===== src/rtl/uart_rx_ext.sv =====
// UART receiver with majority-vote sampling, optional parity,
// one/two stop bits and a single-entry output register with overrun.
module uart_rx_ext #(
  parameter int DATA_WIDTH  = 8,
  parameter int OS_RATE     = 16,
  parameter int SYNC_STAGES = 2
) (
  input  logic                  clk,
  input  logic                  rst,
  input  logic                  bclk,
  input  logic                  rx,
  input  logic                  parity_en,
  input  logic                  parity_odd,
  input  logic                  two_stop,
  output logic [DATA_WIDTH-1:0] dout,
  output logic                  dout_valid,
  input  logic                  dout_ready,
  output logic                  parity_err,
  output logic                  frame_err,
  output logic                  overrun,
  output logic                  rx_busy
);

  localparam int CW = $clog2(OS_RATE);
  localparam int BW = $clog2(DATA_WIDTH + 1);
  localparam int M  = OS_RATE / 2;

  localparam logic [CW-1:0] C_MAX = CW'(OS_RATE - 1);
  localparam logic [CW-1:0] C_LO  = CW'(M - 1);
  localparam logic [CW-1:0] C_MID = CW'(M);
  localparam logic [CW-1:0] C_HI  = CW'(M + 1);
  localparam logic [BW-1:0] I_END = BW'(DATA_WIDTH);
  localparam logic [BW-1:0] I_ONE = BW'(1);

  typedef enum logic [2:0] {
    S_IDLE, S_START, S_DATA, S_PARITY, S_STOP
  } state_t;

  state_t                  state_q, state_d;
  logic [SYNC_STAGES-1:0]  sync_q, sync_d;
  logic                    prev_q, prev_d;
  logic [CW-1:0]           cnt_q, cnt_d;
  logic [BW-1:0]           idx_q, idx_d;
  logic [1:0]              vs_q, vs_d;
  logic [DATA_WIDTH-1:0]   shift_q, shift_d;
  logic                    pen_q, pen_d;
  logic                    podd_q, podd_d;
  logic                    two_q, two_d;
  logic                    pacc_q, pacc_d;
  logic                    facc_q, facc_d;
  logic [DATA_WIDTH-1:0]   dout_q, dout_d;
  logic                    dv_q, dv_d;
  logic                    perr_q, perr_d;
  logic                    ferr_q, ferr_d;
  logic                    ovr_q, ovr_d;

  logic rx_s, vote, at_hi, wrap, complete, last_stop;

  assign rx_s      = sync_q[SYNC_STAGES-1];
  assign at_hi     = bclk && (cnt_q == C_HI);
  assign wrap      = bclk && (cnt_q == C_MAX);
  assign vote      = (vs_q[0] & vs_q[1]) | (vs_q[0] & rx_s) | (vs_q[1] & rx_s);
  assign last_stop = (idx_q == {{(BW-1){1'b0}}, two_q});

  always_comb begin
    sync_d   = {sync_q[SYNC_STAGES-2:0], rx};
    prev_d   = rx_s;
    state_d  = state_q;
    cnt_d    = cnt_q;
    idx_d    = idx_q;
    vs_d     = vs_q;
    shift_d  = shift_q;
    pen_d    = pen_q;
    podd_d   = podd_q;
    two_d    = two_q;
    pacc_d   = pacc_q;
    facc_d   = facc_q;
    complete = 1'b0;

    if (state_q != S_IDLE && bclk) begin
      cnt_d = wrap ? '0 : cnt_q + CW'(1);
      if (cnt_q == C_LO)  vs_d[0] = rx_s;
      if (cnt_q == C_MID) vs_d[1] = rx_s;
    end

    unique case (state_q)
      S_IDLE: begin
        if (prev_q && !rx_s) begin
          state_d = S_START;
          cnt_d   = '0;
          idx_d   = '0;
          pen_d   = parity_en;
          podd_d  = parity_odd;
          two_d   = two_stop;
          pacc_d  = 1'b0;
          facc_d  = 1'b0;
        end
      end
      S_START: begin
        // A high vote means the edge was noise, not a start bit
        if (at_hi && vote) begin
          state_d = S_IDLE;
          cnt_d   = '0;
        end else if (wrap) begin
          state_d = S_DATA;
        end
      end
      S_DATA: begin
        if (at_hi) begin
          shift_d = {vote, shift_q[DATA_WIDTH-1:1]};
          idx_d   = idx_q + I_ONE;
        end
        if (wrap && idx_q == I_END) begin
          idx_d   = '0;
          state_d = pen_q ? S_PARITY : S_STOP;
        end
      end
      S_PARITY: begin
        if (at_hi) pacc_d = ^shift_q ^ vote ^ podd_q;
        if (wrap)  state_d = S_STOP;
      end
      S_STOP: begin
        if (at_hi) begin
          facc_d = facc_q | ~vote;
          if (last_stop) begin
            complete = 1'b1;
            state_d  = S_IDLE;
            cnt_d    = '0;
          end else begin
            idx_d = idx_q + I_ONE;
          end
        end
      end
      default: state_d = S_IDLE;
    endcase
  end

  always_comb begin
    dout_d = dout_q;
    dv_d   = dv_q;
    perr_d = perr_q;
    ferr_d = ferr_q;
    ovr_d  = 1'b0;
    if (dv_q && dout_ready) dv_d = 1'b0;
    if (complete) begin
      if (!dv_q || dout_ready) begin
        dout_d = shift_q;
        perr_d = pacc_q;
        ferr_d = facc_q | ~vote;
        dv_d   = 1'b1;
      end else begin
        ovr_d = 1'b1;
      end
    end
  end

  always_ff @(posedge clk) begin
    if (rst) begin
      state_q <= S_IDLE;
      sync_q  <= '1;
      prev_q  <= 1'b1;
      cnt_q   <= '0;
      idx_q   <= '0;
      vs_q    <= '0;
      shift_q <= '0;
      pen_q   <= 1'b0;
      podd_q  <= 1'b0;
      two_q   <= 1'b0;
      pacc_q  <= 1'b0;
      facc_q  <= 1'b0;
      dout_q  <= '0;
      dv_q    <= 1'b0;
      perr_q  <= 1'b0;
      ferr_q  <= 1'b0;
      ovr_q   <= 1'b0;
    end else begin
      state_q <= state_d;
      sync_q  <= sync_d;
      prev_q  <= prev_d;
      cnt_q   <= cnt_d;
      idx_q   <= idx_d;
      vs_q    <= vs_d;
      shift_q <= shift_d;
      pen_q   <= pen_d;
      podd_q  <= podd_d;
      two_q   <= two_d;
      pacc_q  <= pacc_d;
      facc_q  <= facc_d;
      dout_q  <= dout_d;
      dv_q    <= dv_d;
      perr_q  <= perr_d;
      ferr_q  <= ferr_d;
      ovr_q   <= ovr_d;
    end
  end

  assign dout       = dout_q;
  assign dout_valid = dv_q;
  assign parity_err = perr_q;
  assign frame_err  = ferr_q;
  assign overrun    = ovr_q;
  assign rx_busy    = (state_q != S_IDLE);

endmodule


===== config.mk =====
export PLATFORM = sky130hd
export DESIGN_NAME = uart_rx_ext
export DESIGN_NICKNAME = d
export VERILOG_FILES = /design/src/rtl/uart_rx_ext.sv
export SDC_FILE = /design/constraint.sdc
export NUM_CORES = 1
export LEC_CHECK = 0
export ABC_AREA = 0
export CAP_MARGIN = 20
export CORE_MARGIN = 2
export CORE_UTILIZATION = 50
export CTS_CLUSTER_DIAMETER = 200
export DETAILED_ROUTE_END_ITERATION = 6
export DONT_BUFFER_PORTS = 1
export PLACE_DENSITY = 0.66
export SYNTH_ARGS = -nofsm -noshare
export SYNTH_HDL_FRONTEND = slang
export SYNTH_SLANG_ARGS = --single-unit

===== constraint.sdc =====
create_clock -name clk -period 2.1 [get_ports clk]
set_clock_uncertainty 0.2 [all_clocks]
set_input_delay 0.42 -clock clk [delete_from_list [all_inputs] [get_ports clk]]
set_output_delay 0.42 -clock clk [all_outputs]
set_load 0.005 [all_outputs]

==> flow_summary.yaml <==
status:
  outcome: "finished clean"
cells_and_area:
  final_stage_net_count: 234
  num_antenna_cells: 0
  area_delta_synth_final_pct: 9.33
  finish.instance_area_mm2: 0.00223
  final_layout_size_suffix_gt1_frac: 0.140
  layout.core_utilization: 0.561
floorplan:
  i_o_pins: 21
  placeable_core_region_mm2: 0.00397
  core.rowCount: 23
  initial_core_utilization: 0.513
  fp.dieW_um: 67.8
  die_area_mm2: 0.00460
  die-height_um: 67.8
synthesis:
  synth-simple-area-share: 0.219
  syn_area_per_cell_um2: 9.39
  synth_fp_nets: 230
  area_fraction_in_compound_gates_after_synthesis: 0.118
  combinational_family_with_the_most_area_after_synthesis: "simple AND/OR/NAND/NOR gates"
  post_synth_num_cell_types: 49
  synth_enable_flop_cells: 0
  async_reset_ff_frac: 0
  synth_sequential_area_ratio: 0.403
  synth_cells: 217
  synth_xor_area_frac: 0.0497
  synth-seq-cells: 41
  synth-adder-area-share: 0.0356
  post_synth_instance_area_mm2: 0.00204
  post-synth-top-area-fraction: 0.403
  synthTopCellsByArea: "dfxtp_1, mux2i_1, nor2_1"
  synth-main-ff-cell: "dfxtp_1"
  synth_mux_area_frac: 0.118
  area_leader_netlist: "dfxtp_1"
  synth.yosys.warnings: 0
place:
  detailedPlacementHpwl_um: 2680
  globalplace.congestion: 0.892
  port_buffers: 0
  placed_cell_area_mm2: 0.00206
  dp_slack_ps: 26.6
setup_path:
  path_class: "reg -> reg"
  cp_data_required_time_ps: 2110
  worstSetupStartpointType: "flop"
  cp_data_arrival_time_ps: 2030
  endpoint_kind: "flop"
  path_max_fanout: 4
clock_tree:
  cts_made_buffers: 5
  cts_sinks: 41
  cts-root-to-sink-buffers: 2
  cts-root-buf: "clkbuf_8"
  clkLatencyLatePin_ps: 300
  post-cts-setup-buffer-count: 0
  clk_pin_slew_ps: 80
  cts_tree: "built"
  htree_levels: 2
timing:
  worst_slew_pin_slew_ps: 919
  timing_max_transition_violations_final: 0
  final.hold.worst_slack_ps: 23.0
  rsz0062_at_grt: "true"
  period_share: 0.960
  period_minus_slack_ps: 2020
  finalWorstSetupSlack_ps: 83.2
  finalSetupViolCount: 0
  fmaxAchievable_ghz: 0.496
  final-hold-violation-count: 0
  slew_headroom: 0.386
global_route:
  via_count_of_the_first_global_routing_pass: 1261
  grt_use_total: 0.176
  grt_pass1_wl_um: 6010
  pin_count_of_the_biggest_net_entering_global_routing: 27
  antenna_found_initial: 0
  grt-ovfl-total: 0
power_and_ir_drop:
  power_per_cell_area_mw_per_mm2: 663
  pwr-share-clk: 0.393
  p_sw_frac: 0.238
  power.leakage_uw: 0.000959
  finalPower_uw: 1480
  pwr-share-comb: 0.066
  vdd.ir_drop.worst_mv: 0.557
  p_seq_frac: 0.541
  total_net_switching_power_uw: 351
  power.internal_uw: 1130
detailed_routing:
  ant_nets: 0
  drt-wirelength-per-cell_um: 14.4
  drt_pass1_iterations: 4
  post_drt_via_cell_ratio: 5.59
  number_of_remaining_drc_errors: 0
  drt_iter0_drc: 60
  totalWireLength_um: 3920
  vias: 1521
min_path:
  worst_min_path_class: "in -> reg"
flow_run:
  max-cap-violations: 0
-- cells in the final DEF (no fill, tap or decap), drive strengths merged, types with 2 or more instances in the layout --
cell type   n
o41ai       2
a311oi      2
or2         4
o21a        3
and3        3
xor2        5
clkbuf      7
buf         5
or3         2
dfxtp      41
a21oi       8
nor2b       5
nand4b      2
o31ai       4
mux2i      24
xnor2       4
nand2      16
nand3       4
inv         9
nor3        4
a32oi       4
nand2b      4
nor2       40
ha          5
-- layer usage --
metal / routed length (µm) / GRT usage / up-vias
met2: 1710 / 0.250 / 30
met5: 0 / 0 / -
met1: 1980 / 0.246 / 719
met3: 164 / 0.0526 / 7
met4: 65 / 0.0750 / 0
li1: - / - / 765
-- power groups by stage --
stage / Combinational (µW) / Sequential [µW] / Clock [µW]
global route: 108 / 800 / 618
finish: 97.6 / 799 / 581
floorplan: 77.0 / 812 / 0
detailed placement: 84.2 / 817 / 0
global placement: 84.2 / 817 / 0
CTS: 93.2 / 798 / 600
-- kinds of logic (layout without fill, tap and decap cells) --
logic type,after synthesis,in the layout
simple gates,88,88
flops,41,41
compound gates,31,31
mux,24,24
buf+inv,17,22
xor+xnor,10,10
fa+ha+maj,6,6
-- flip-flops by register name (all words and copies together) (netlist names) --
signal      count
dout            8
shift_q         8
cnt_q           4
idx_q           4
state_q         3
sync_q          2
vs_q            2
dout_valid      1
facc_q          1
frame_err       1
overrun         1
pacc_q          1
parity_err      1
pen_q           1
podd_q          1
prev_q          1
two_q           1
-- area by class of cell --
class / count / area (µm²)
fillers: 370 / 1740
multi-input cells: 159 / 1150
flip-flops and latches: 41 / 821
clock buffers: 7 / 96.3
well taps: 50 / 62.6
repair buffers: 6 / 60.1
inverters: 8 / 30.0
clock inverters: 1 / 8.76
-- what timing repair did --
item                       4_1_cts  5_1_grt
hold buffers                     1        0
resized for setup                0        8
setup endpoints to repair        0       14
hold endpoints to repair        26        0
-- worst max-delay path, stage by stage, from the launching register on --
cell and delay (ps):
dfxtp_1 340, inv_1 100, ha_1 170, and4b_2 300
buf_4 140, a32oi_2 130, a211o_1 330, o31ai_1 220
-- cells in the mapped netlist (3+ instances only) --
master,instances
a21oi_1,8
a32oi_1,3
buf_6,4
dfxtp_1,41
ha_1,5
inv_1,7
mux2i_1,24
nand2_1,16
nand2b_1,4
nand3_1,3
nor2_1,40
nor2b_1,4
nor3_1,3
o21a_1,3
o31ai_1,4
or2_2,4
xnor2_1,4
xor2_1,5
-- metrics by stage --
step / TNS (ps) / cells
after detailed placement: 0 / 263
after global placement: 0 / 263
after global routing: -103 / 272
final: 0 / 272
after floorplan: 0 / 217
after CTS: 0 / 272
-- final timing paths --
check / start / endpoint / slack (ps) / cells past startpoint
max: cnt_q[1]$_SDFF_PP0_ / idx_q[2]$_SDFFE_PP0P_ / 80 / 7
min: rx / sync_q[0]$_SDFF_PP1_ / 20 / 1
max reg2reg: cnt_q[1]$_SDFF_PP0_ / idx_q[2]$_SDFFE_PP0P_ / 80 / 7
min reg2reg: sync_q[0]$_SDFF_PP1_ / sync_q[1]$_SDFF_PP1_ / 210 / 1
Note: power is estimated with default switching activity, not from simulation.
